<file path="config.mk">
export PLATFORM = sky130hd
export DESIGN_NAME = reg_file_arbiter_flat
export DESIGN_NICKNAME = d
export VERILOG_FILES = /design/src/rtl/reg_file_arbiter_if.sv /design/src/rtl/reg_file_arbiter.sv /design/src/flat_wrapper.sv
export SDC_FILE = /design/constraint.sdc
export NUM_CORES = 1
export LEC_CHECK = 0
export ABC_AREA = 0
export CORE_MARGIN = 1.5
export CORE_UTILIZATION = 30
export CTS_BUF_LIST = sky130_fd_sc_hd__clkbuf_4
export DETAILED_ROUTE_END_ITERATION = 7
export GPL_ROUTABILITY_DRIVEN = 0
export GPL_TIMING_DRIVEN = 0
export PLACE_DENSITY = 0.74
export SLEW_MARGIN = 0
export SYNTH_ARGS = -nofsm -noshare
export SYNTH_HDL_FRONTEND = slang
export SYNTH_SLANG_ARGS = --single-unit
</file>
<file path="constraint.sdc">
create_clock -name CLK -period 1.6 [get_ports CLK]
set_input_delay 0.32 -clock CLK [delete_from_list [all_inputs] [get_ports CLK]]
set_output_delay 0.32 -clock CLK [all_outputs]
set_load 0.05 [all_outputs]
</file>
<file path="src/rtl/reg_file_arbiter_if.sv">
// reg_file_arbiter_if
//   Bundles every requester-side and register-file-side signal of the
//   reg_file_arbiter. The master modport is the environment: the two
//   requesters plus the register file's read-data pin. The slave modport
//   is the arbiter itself.
//   Requester A/B : Req, Wr, Addr, WrData in; Gnt, RdValid, RdData out
//   Register file : RF_WrEn, RF_RdEn, RF_Address, RF_WrData out; RF_RdData in
//   Status        : Busy out
interface reg_file_arbiter_if #(
  parameter int DATA_WIDTH = 16,
  parameter int ADDR_WIDTH = 3
);
  logic                  Req_A, Req_B;
  logic                  Wr_A, Wr_B;
  logic [ADDR_WIDTH-1:0] Addr_A, Addr_B;
  logic [DATA_WIDTH-1:0] WrData_A, WrData_B;
  logic                  Gnt_A, Gnt_B;
  logic                  RdValid_A, RdValid_B;
  logic [DATA_WIDTH-1:0] RdData_A, RdData_B;
  logic                  RF_WrEn, RF_RdEn;
  logic [ADDR_WIDTH-1:0] RF_Address;
  logic [DATA_WIDTH-1:0] RF_WrData;
  logic [DATA_WIDTH-1:0] RF_RdData;
  logic                  Busy;

  modport master (
    output Req_A, Req_B, Wr_A, Wr_B, Addr_A, Addr_B, WrData_A, WrData_B,
    output RF_RdData,
    input  Gnt_A, Gnt_B, RdValid_A, RdValid_B, RdData_A, RdData_B,
    input  RF_WrEn, RF_RdEn, RF_Address, RF_WrData, Busy
  );

  modport slave (
    input  Req_A, Req_B, Wr_A, Wr_B, Addr_A, Addr_B, WrData_A, WrData_B,
    input  RF_RdData,
    output Gnt_A, Gnt_B, RdValid_A, RdValid_B, RdData_A, RdData_B,
    output RF_WrEn, RF_RdEn, RF_Address, RF_WrData, Busy
  );
endinterface

</file>
<file path="src/rtl/reg_file_arbiter.sv">
// reg_file_arbiter
//   Shares a single-port 8x16 register file between requesters A and B.
//   One transaction at a time: IDLE samples requests and latches the
//   winner's command, ISSUE drives the register-file pins for one cycle,
//   RDWAIT (reads only) returns RF_RdData to the winner with RdValid.
//   Ports:
//     CLK  - system clock, rising edge
//     RST  - asynchronous active-low reset
//     bus  - reg_file_arbiter_if.slave (requester, register-file, Busy)
//   Configuration macro:
//     RF_ARB_FIXED_PRIO_EN - A always wins a tie (no round-robin pointer).
//                            Undefined: round-robin, favouring A after reset.
module reg_file_arbiter #(
  parameter int DATA_WIDTH = 16,
  parameter int ADDR_WIDTH = 3
) (
  input  logic                CLK,
  input  logic                RST,
  reg_file_arbiter_if.slave   bus
);

  localparam logic [1:0] S_IDLE   = 2'd0;
  localparam logic [1:0] S_ISSUE  = 2'd1;
  localparam logic [1:0] S_RDWAIT = 2'd2;

  logic [1:0]            r_state;
  logic                  r_win;    // 0 = A owns the transaction, 1 = B
  logic                  r_wr;
  logic [ADDR_WIDTH-1:0] r_addr;
  logic [DATA_WIDTH-1:0] r_wdata;

  logic w_grant;
  logic w_pick_b;
  logic w_issue;
  logic w_rdwait;

  assign w_grant = (r_state == S_IDLE) && (bus.Req_A || bus.Req_B);

`ifdef RF_ARB_FIXED_PRIO_EN
  // B wins only when A is not asking.
  assign w_pick_b = bus.Req_B && !bus.Req_A;
`else
  // r_fav_b set means B wins the next tie; it flips toward whoever lost
  // (or did not request) on every grant.
  logic r_fav_b;

  assign w_pick_b = bus.Req_B && (!bus.Req_A || r_fav_b);

  always_ff @(posedge CLK or negedge RST) begin
    if (!RST)         r_fav_b <= 1'b0;
    else if (w_grant) r_fav_b <= !w_pick_b;
  end
`endif

  always_ff @(posedge CLK or negedge RST) begin
    if (!RST) begin
      r_state <= S_IDLE;
      r_win   <= 1'b0;
      r_wr    <= 1'b0;
      r_addr  <= '0;
      r_wdata <= '0;
    end else begin
      case (r_state)
        S_IDLE: if (w_grant) begin
          r_win   <= w_pick_b;
          r_wr    <= w_pick_b ? bus.Wr_B     : bus.Wr_A;
          r_addr  <= w_pick_b ? bus.Addr_B   : bus.Addr_A;
          r_wdata <= w_pick_b ? bus.WrData_B : bus.WrData_A;
          r_state <= S_ISSUE;
        end
        S_ISSUE:  r_state <= r_wr ? S_IDLE : S_RDWAIT;
        S_RDWAIT: r_state <= S_IDLE;
        default:  r_state <= S_IDLE;
      endcase
    end
  end

  // All outputs decode from state alone, so an asynchronous reset clears
  // them at once and an abandoned transaction never produces Gnt/RdValid.
  assign w_issue  = (r_state == S_ISSUE);
  assign w_rdwait = (r_state == S_RDWAIT);

  assign bus.Gnt_A      = w_issue && !r_win;
  assign bus.Gnt_B      = w_issue &&  r_win;
  assign bus.RF_WrEn    = w_issue &&  r_wr;
  assign bus.RF_RdEn    = w_issue && !r_wr;
  assign bus.RF_Address = w_issue ? r_addr : '0;
  assign bus.RF_WrData  = (w_issue && r_wr) ? r_wdata : '0;

  assign bus.RdValid_A  = w_rdwait && !r_win;
  assign bus.RdValid_B  = w_rdwait &&  r_win;
  assign bus.RdData_A   = bus.RdValid_A ? bus.RF_RdData : '0;
  assign bus.RdData_B   = bus.RdValid_B ? bus.RF_RdData : '0;

  assign bus.Busy       = (r_state != S_IDLE);

endmodule

</file>
<file path="src/flat_wrapper.sv">
// flat-port wrapper written by rule: the top's interface ports become plain ports
module reg_file_arbiter_flat 
#(
  parameter int DATA_WIDTH = 16,
  parameter int ADDR_WIDTH = 3
)
  (CLK, RST, bus_Req_A, bus_Req_B, bus_Wr_A, bus_Wr_B, bus_Addr_A, bus_Addr_B, bus_WrData_A, bus_WrData_B, bus_RF_RdData, bus_Gnt_A, bus_Gnt_B, bus_RdValid_A, bus_RdValid_B, bus_RdData_A, bus_RdData_B, bus_RF_WrEn, bus_RF_RdEn, bus_RF_Address, bus_RF_WrData, bus_Busy);
  reg_file_arbiter_if #(.DATA_WIDTH(DATA_WIDTH), .ADDR_WIDTH(ADDR_WIDTH)) bus_i ();
  input  logic CLK;
  input  logic RST;
  input wire logic [$bits(bus_i.Req_A)-1:0] bus_Req_A;
  input wire logic [$bits(bus_i.Req_B)-1:0] bus_Req_B;
  input wire logic [$bits(bus_i.Wr_A)-1:0] bus_Wr_A;
  input wire logic [$bits(bus_i.Wr_B)-1:0] bus_Wr_B;
  input wire logic [$bits(bus_i.Addr_A)-1:0] bus_Addr_A;
  input wire logic [$bits(bus_i.Addr_B)-1:0] bus_Addr_B;
  input wire logic [$bits(bus_i.WrData_A)-1:0] bus_WrData_A;
  input wire logic [$bits(bus_i.WrData_B)-1:0] bus_WrData_B;
  input wire logic [$bits(bus_i.RF_RdData)-1:0] bus_RF_RdData;
  output wire logic [$bits(bus_i.Gnt_A)-1:0] bus_Gnt_A;
  output wire logic [$bits(bus_i.Gnt_B)-1:0] bus_Gnt_B;
  output wire logic [$bits(bus_i.RdValid_A)-1:0] bus_RdValid_A;
  output wire logic [$bits(bus_i.RdValid_B)-1:0] bus_RdValid_B;
  output wire logic [$bits(bus_i.RdData_A)-1:0] bus_RdData_A;
  output wire logic [$bits(bus_i.RdData_B)-1:0] bus_RdData_B;
  output wire logic [$bits(bus_i.RF_WrEn)-1:0] bus_RF_WrEn;
  output wire logic [$bits(bus_i.RF_RdEn)-1:0] bus_RF_RdEn;
  output wire logic [$bits(bus_i.RF_Address)-1:0] bus_RF_Address;
  output wire logic [$bits(bus_i.RF_WrData)-1:0] bus_RF_WrData;
  output wire logic [$bits(bus_i.Busy)-1:0] bus_Busy;
  assign bus_i.Req_A = bus_Req_A;
  assign bus_i.Req_B = bus_Req_B;
  assign bus_i.Wr_A = bus_Wr_A;
  assign bus_i.Wr_B = bus_Wr_B;
  assign bus_i.Addr_A = bus_Addr_A;
  assign bus_i.Addr_B = bus_Addr_B;
  assign bus_i.WrData_A = bus_WrData_A;
  assign bus_i.WrData_B = bus_WrData_B;
  assign bus_i.RF_RdData = bus_RF_RdData;
  assign bus_Gnt_A = bus_i.Gnt_A;
  assign bus_Gnt_B = bus_i.Gnt_B;
  assign bus_RdValid_A = bus_i.RdValid_A;
  assign bus_RdValid_B = bus_i.RdValid_B;
  assign bus_RdData_A = bus_i.RdData_A;
  assign bus_RdData_B = bus_i.RdData_B;
  assign bus_RF_WrEn = bus_i.RF_WrEn;
  assign bus_RF_RdEn = bus_i.RF_RdEn;
  assign bus_RF_Address = bus_i.RF_Address;
  assign bus_RF_WrData = bus_i.RF_WrData;
  assign bus_Busy = bus_i.Busy;
  reg_file_arbiter #(.DATA_WIDTH(DATA_WIDTH), .ADDR_WIDTH(ADDR_WIDTH)) u_core (.CLK(CLK), .RST(RST), .bus(bus_i));
endmodule
</file>
Word-level counts from Yosys, hierarchy flattened. Index checks and enable logic that the tools add are counted.

Equality and inequality tests: 3. Multiplexer cells: 10. Reductions and logical operators: 17.

Operators with widths (number): 16-bit two-way mux (4); 1-bit logical AND (8); 3-bit two-way mux (2); 1-bit logical NOT (4); 2-bit two-way mux (2); 2-bit case mux with 2 select lines (1); 2-bit by 1-bit equality test with 1-bit output, second input constant (1); 2-bit equality test, second input constant (1); 2-bit logical NOT (1); 1-bit logical OR (2); 2-bit by 1-bit inequality test with 1-bit output, second input constant (1); 2-bit AND reduction (1); 2-bit nonzero test (1); 1-bit two-way mux (1).

Bits in registers: 24. Input port bits: 60. Output and inout port bits: 58. Logic and storage cells: 36.

Longest topological paths before layout. Gate-level depths: netlist of the first run.

Depth in word-level cells: 4. Depth in mapped cells: 5. Depth with buffers taken out: 4.

Least setup slack after synthesis of the first run. OpenSTA, ideal clock, no wires.

Path kind: reg2out. From: register u_core.r_state[0]. To: output port bus_RdData_B[10]. Arrival: 1608 ps. Data required time: 1280 ps. Slack: -328 ps. Stages on the path, launching flop included: 5. Path buffers: 2. Cell sequence: dfrtp_1 > and3b_1 > clkbuf_1 > buf_2 > and2_1.

Cells in the longest elaborated chain, start to end: 3.

RTL lines: start: declaration (RTL line reg_file_arbiter.sv:26) `logic [1:0] r_state;`; start signal: assignment (RTL line reg_file_arbiter.sv:71) `S_ISSUE: r_state <= r_wr ? S_IDLE : S_RDWAIT;`; 2-bit equality test (RTL line reg_file_arbiter.sv:81) `assign w_rdwait = (r_state == S_RDWAIT);`; 1-bit logical AND (RTL line reg_file_arbiter.sv:91) `assign bus.RdValid_B = w_rdwait && r_win;`; via bus_RdValid_B (RTL line flat_wrapper.sv:23) `output wire logic [$bits(bus_i.RdValid_B)-1:0] bus_RdValid_B;`; 16-bit two-way mux (RTL line reg_file_arbiter.sv:93) `assign bus.RdData_B = bus.RdValid_B ? bus.RF_RdData : '0;`; end: declaration (RTL line flat_wrapper.sv:25) `output wire logic [$bits(bus_i.RdData_B)-1:0] bus_RdData_B;`.

The timed path passes the listed nets, and every way through them passes these cells.

Final worst setup path of the first run.
From: register u_core.r_state[1]. To: output port bus_RdData_B[8].

Cells in the longest elaborated chain, start to end: 3.

RTL lines (RTL line): 2-bit equality test (reg_file_arbiter.sv:81); 1-bit logical AND (reg_file_arbiter.sv:91); 16-bit two-way mux (reg_file_arbiter.sv:93).

No other way between the ends.

==> run_results.csv, run 1 <==
group,metric,value,unit
status,status,"complete, but fails checks",
status,violations,"negative setup slack",
sta,fmax,526,MHz
yosys,synthAdderAreaFrac,0,%
drt,drt-pass1-iter-count,4,
worst_setup_path,end_kind,"output pin",
worst_setup_path,r2r_start,"u_core.r_state[0]",
sta,rsz0062_at_grt,"true",
power_and_ir_drop,cellLeakagePower,0.00149,uW
worst_setup_path,reg2reg_to,"u_core.r_wdata[15]",
worst_setup_path,crit_fanout,5,
clocking,htree_num_levels,1,
clocking,cts.clk_slew.worst_paths,0.12,ns
global_route,grt_pass1_vias,1635,
power_and_ir_drop,report.power.total,5460,uW
die,die_y,73.8,um
power_and_ir_drop,p_seq_share,20.0,%
worst_setup_path,crit_chain,"and3b_2, buf_8, buf_6, and2_4, buf_8",
yosys,synth-seq-cells,24,
yosys,muxShareOfSynthArea,0,%
clocking,clockBufferDepth,2,
worst_setup_path,critPathSlowestCell,"dfrtp_2",
die,std_cell_rows,25,
global_route,use_met2,34.1,%
clocking,clock-sinks,24,
worst_setup_path,cp_common_cell,"buf_8",
cells_and_area,fin_util,66.5,%
clocking,cts_buffers,3,
clocking,clk_latency,0.31,ns
die,die_w,73.8,um
cells_and_area,fin_nets,344,
drt,vias,1675,
power_and_ir_drop,p_int,2950,uW
power_and_ir_drop,power.switching,2510,uW
worst_setup_path,worstSetupStartpointType,"flip-flop",
drt,drt_iter0_drc,31,
power_and_ir_drop,powerDensity,1720,mW/mm^2
worst_setup_path,critPathArrivalTime,1.58,ns
flow_run,drv_cap,0,
worst_setup_path,reg2reg_slack,-0.16,ns
power_and_ir_drop,peakVddDrop,0.000760,V
sta,skew,0.00261,ns
placement,hpwl,3.73,mm
min_path,min_path_type,"flip-flop to flip-flop",
yosys,synth_top_family_by_area,"compound AO/OA/AOI/OAI gates",
global_route,met1_usage,22.9,%
yosys,synthTopCellsByArea,"dfrtp_1 40%, and2_1 15%, a221o_1 13%",
global_route,overflow,0,
yosys,synth_cell_types,21,
cells_and_area,nFillCells,372,
power_and_ir_drop,switching_share,45.9,%
global_route,busiest_layer,"met2",
global_route,antenna_found_initial,0,
worst_setup_path,rr_worst_depth,9,
drt,drt_wl_total,5.31,mm
min_path,hold_end,"u_core.r_fav_b",
sta,max_slew_margin,26.0,%
min_path,hp-start,"u_core.r_fav_b",
sta,slew_viol_final,0,
yosys,synthXorXnorAreaFrac,0,%
clocking,clock_tree.root_cell,"clkbuf_4",
die,core_area,0.00479,sq mm
yosys,syn-cell-area,0.00151,sq mm
global_route,met3_usage,3.98,%
yosys,synth_compound_area_share,26.6,%
placement,dpl_cell_area,0.00282,sq mm
sta,setup_slack,-0.301,ns
die,die_area,0.00545,sq mm
sta,worst_pin_slew,1.11,ns
clocking,cts_tree,"done",
die,pin_count,118,
power_and_ir_drop,pwr-share-comb,75.3,%
yosys,postSynthCellCount,149,
yosys,yosys_warnings,0,
drt,drcViolationCount,0,
global_route,grt_util_all_layers,18.8,%
sta,finalSetupViolations,79,
yosys,ys_seq_area_share,39.9,%
global_route,grt_pass1_wl,7.96,mm
cells_and_area,antenna_cells,0,
sta,hold_viol_final,0,
sta,fin_crit_sh,119,%
yosys,syn_avg_cell_area,10.1,sq um
worst_setup_path,crit_type,"flip-flop to output pin",
placement,io_buffers,117,
sta,fin_crit,1.90,ns
yosys,yosys.area_share.simple,26.0,%
die,start_util,31.5,%
cells_and_area,drive_gt1_share,52.1,%
power_and_ir_drop,clkPwrFrac,4.8,%
placement,dp_slack,-0.816,ns
drt,ant_nets,0,
worst_setup_path,cpPeakStageDelay,0.47,ns
yosys,synth.top_cell.area_share,39.9,%
yosys,syn_nets,209,
worst_setup_path,worstPathRequired,1.28,ns
drt,wire_per_inst,15.2,um
yosys,yosysTopAreaCell,"dfrtp_1",
drt,avgViaCountPerCell,4.80,
global_route,grt_max_degree,25,
cells_and_area,finalInstanceArea,0.00318,sq mm
cells_and_area,syn2layout_area_growth,111,%
min_path,holdPathStages,1,
==> worst max-delay path by stage <==
stage	cells past startpoint	slack [ns]	to	start
after floorplan	3	-0.05	bus_RdData_A[10]	u_core.r_state[0]
after global placement	4	-0.81	bus_RF_WrData[13]	u_core.r_state[0]
after global routing	5	-0.38	bus_RdData_A[10]	u_core.r_state[0]
after detailed placement	4	-0.82	bus_RF_WrData[8]	u_core.r_state[0]
final	5	-0.30	bus_RdData_B[8]	u_core.r_state[1]
after CTS	4	-0.28	bus_RF_WrData[8]	u_core.r_state[1]
==> through the flow <==
step	TNS, ns	hold slack (ns)	cells
floorplan	-0.455	0.0244	149
global placement	-42.02	0.541	333
detailed placement	-43.37	0.553	333
CTS	-14.54	0.583	345
global route	-22.08	0.597	349
finish	-16.38	0.579	349
==> layer usage <==
layer	vias to the layer above	routed length, um
met2	84	2720
met5	-	0
met4	0	0
met3	0	424
li1	809	-
met1	782	2160
==> worst max-delay path, delay by kind of cell, from the launching register on <==
kind,cells,cell delay [ns]
and+or+nand+nor,2,0.41
DFF,1,0.47
buffers and inverters,3,0.39
==> power groups by stage <==
stage	clock (uW)	combinational (uW)	sequential [uW]
2_1_floorplan	0	2380	1050
3_3_place_gp	0	3340	1090
3_5_place_dp	0	3380	1100
4_1_cts	273	3850	1080
5_1_grt	303	4330	1120
6_report	260	4110	1090
==> repair_timing <==
| item | in CTS | in global routing |
|---|---|---|
| pin swaps | 11 | 18 |
| resized for setup | 440 | 17 |
| cloned | 2 | 1 |
| hold buffers | 0 | 0 |
| setup buffers | 7 | 4 |
| endpoints found under the setup margin | 58 | 79 |
==> cell usage after synthesis (all sizes together) <==
cell type	number
a21o	2
and3	16
nor3b	1
a211oi	1
inv	3
o21a	20
buf	9
nand2b	1
dfrtp	24
and2	37
clkbuf	6
nor2b	1
a221o	20
o211a	1
nor2	5
o21ai	1
and3b	1
==> logic make-up after synthesis <==
group / Yosys count
AO/OA/AOI/OAI: 45
buffers and inverters: 18
AND/OR/NAND/NOR: 62
flip-flops: 24
==> flip-flops by register name (all words and copies together), names as in the netlist <==
name / count
u_core.r_win: 1
u_core.r_fav_b: 1
u_core.r_wr: 1
u_core.r_addr: 3
u_core.r_wdata: 16
u_core.r_state: 2
==> area by class of cell <==
class	instances	area [sq um]	share of cell area [%]
well taps	67	83.8	2.64
clock buffers	3	22.5	0.708
multi-input cells	107	892	28.0
flip-flops and latches	24	604	19.0
repair buffers	130	1410	44.3
inverters	3	11.3	0.354
plain buffers	15	159	5.00
==> cell usage in the layout, fill, tap and decap left out, drive strengths merged, types with 2 or more instances in the layout <==
| master | Yosys | layout |
|---|---|---|
| buf | 9 | 80 |
| clkdlybuf4s50 | 0 | 59 |
| and2 | 37 | 37 |
| dfrtp | 24 | 24 |
| o21a | 20 | 20 |
| a221o | 20 | 20 |
| and3 | 16 | 16 |
| clkbuf | 6 | 9 |
| nor2 | 5 | 5 |
| inv | 3 | 3 |
| a21o | 2 | 2 |
No activity file was read; power rests on OpenSTA's default activity.
==> run 2: changes to the inputs <==
Settings changed: CORE_UTILIZATION 30 to 34, PLACE_DENSITY 0.74 to 0.82.
==> run_results.csv, run 2 (synthesis results as in run 1) <==
group,metric,value,unit
sta,rsz0062_at_grt,"true",
cells_and_area,regArea,604,sq um
global_route,antenna_found_initial,0,
cells_and_area,syn2layout_area_growth,113,%
sta,hold_viol_final,0,
power_and_ir_drop,cellLeakagePower,0.00148,uW
cells_and_area,mostFrequentLayoutCells,"59 x clkdlybuf4s50_1, 45 x buf_6, 29 x buf_8",
worst_setup_path,crit_buf_inv,3,
worst_setup_path,critPathArrivalTime,1.56,ns
sta,finalSetupViolations,59,
worst_setup_path,critPathSlowestCell,"dfrtp_2",
worst_setup_path,cp_common_cell,"buf_8",
drt,vias,1691,
die,core_area,0.00429,sq mm
status,violations,"negative setup slack",
clocking,cts_buffers,3,
sta,fin_hold_ws,0.550,ns
die,die_area,0.00484,sq mm
power_and_ir_drop,peakVddDrop,0.000987,V
sta,slew_viol_final,0,
clocking,cts_hold_buf,0,
drt,wire_per_inst,15.5,um
drt,drt_iter0_drc,28,
cells_and_area,reg.largest.list,"u_core.r_wdata (16), u_core.r_addr (3), u_core.r_state (2)",
cells_and_area,multi_input_area,896,sq um
die,pin_count,118,
sta,fmax,532,MHz
cells_and_area,layout_commonest_cell,"clkdlybuf4s50_1",
clocking,cts_tree,"done",
worst_setup_path,path_delay_family,"flip-flops",
clocking,clock-sinks,24,
cells_and_area,fin_util,74.7,%
clocking,clock_tree.root_cell,"clkbuf_4",
global_route,grt_util_all_layers,21.1,%
worst_setup_path,reg2reg_slack,-0.01,ns
worst_setup_path,crit_chain,"and3b_2, buf_8, buf_6, and2_4, buf_8",
sta,skew,0.0166,ns
drt,drt-pass1-iter-count,4,
die,die_y,69.5,um
status,status,"complete, but fails checks",
cells_and_area,fin_nets,343,
die,std_cell_rows,24,
drt,drcViolationCount,0,
drt,ant_nets,0,
sta,fin_crit_sh,118,%
placement,hpwl,3.74,mm
worst_setup_path,crit_type,"flip-flop to output pin",
worst_setup_path,cpPeakStageDelay,0.47,ns
clocking,clk_latency,0.32,ns
flow_run,drv_cap,0,
drt,drt_wl_total,5.16,mm
worst_setup_path,end_kind,"output pin",
cells_and_area,antenna_cells,0,
sta,fin_crit,1.88,ns
sta,max_slew_margin,30.1,%
power_and_ir_drop,powerDensity,1710,mW/mm^2
placement,io_buffers,117,
worst_setup_path,worstPathRequired,1.28,ns
worst_setup_path,worstSetupStartpointType,"flip-flop",
global_route,overflow,0,
cells_and_area,largest_register_ffs,16,
global_route,grt_pass1_vias,1751,
worst_setup_path,crit_fanout,9,
global_route,grt_pass1_wl,8.28,mm
cells_and_area,top_register,"u_core.r_wdata",
min_path,min_path_type,"input port to async pin",
clocking,cts.clk_slew.worst_paths,0.14,ns
sta,worst_pin_slew,1.05,ns
die,start_util,35.1,%
cells_and_area,nFillCells,299,
die,die_w,69.5,um
global_route,grt_max_degree,25,
drt,avgViaCountPerCell,5.06,
clocking,htree_num_levels,1,
clocking,clockBufferDepth,2,
cells_and_area,drive_gt1_share,50.7,%
sta,setup_slack,-0.281,ns
run 2: cell types whose count changed in the layout (fill, tap and decap cells not counted), moves of 2 or more:
cell	previous run	this run
buf_6	25	45
buf_4	25	7
and2_1	5	10
and2_4	23	18
and3_4	0	2
clkbuf_8	2	0
run 2: layout make-up:
type | instances | share of cell area, %
flip-flops and latches | 24 | 18.8
plain buffers | 15 | 4.80
clock inverters | 1 | 0.117
multi-input cells | 107 | 27.9
well taps | 52 | 2.03
repair buffers | 129 | 45.2
clock buffers | 3 | 0.702
inverters | 3 | 0.351
run 2: path summary, 6_finish.rpt:
| kind | cells after the start | start | to |
|---|---|---|---|
| min in group CLK | 1 | u_core.r_win | u_core.r_win |
| setup reg to reg | 7 | u_core.r_state[0] | u_core.r_wdata[14] |
| max in group asynchronous | 1 | RST | u_core.r_win |
| hold / removal | 1 | RST | u_core.r_wdata[0] |
| hold reg to reg | 1 | u_core.r_win | u_core.r_win |
| setup / recovery | 5 | u_core.r_state[1] | bus_RdData_B[9] |
run 2: what timing repair did:
item                                    CTS  global route
resized for setup                       456            18
endpoints found under the setup margin   58            77
pin swaps                                11             4
setup buffers                             7             3
gates cloned                              1             1
run 2: metal layers:
layer	vias to the layer above	routed length, um	track usage (%)
met5	-	0	0
met4	0	18	3.27
met3	2	447	4.80
met2	86	2700	40.2
met1	800	2000	24.2
li1	803	-	-
run 2: metrics by stage:
step	instance area (sq um)	setup TNS, ns	power (uW)	instances	setup WS (ns)
floorplan	1570	-0.455	3430	149	-0.0506
global placement	2800	-40.42	4410	318	-0.795
detailed placement	2800	-41.69	4480	318	-0.825
CTS	3120	-10.01	5320	330	-0.268
global route	3210	-15.08	5770	334	-0.335
finish	3210	-10.15	5490	334	-0.281
run 2: power breakdown:
part	total [uW]	switching, uW	leakage [uW]	internal, uW
clock network	272	181	0.0000154	91.1
registers	1110	202	0.000293	912
logic	4110	2150	0.00118	1960
total	5490	2530	0.00148	2960
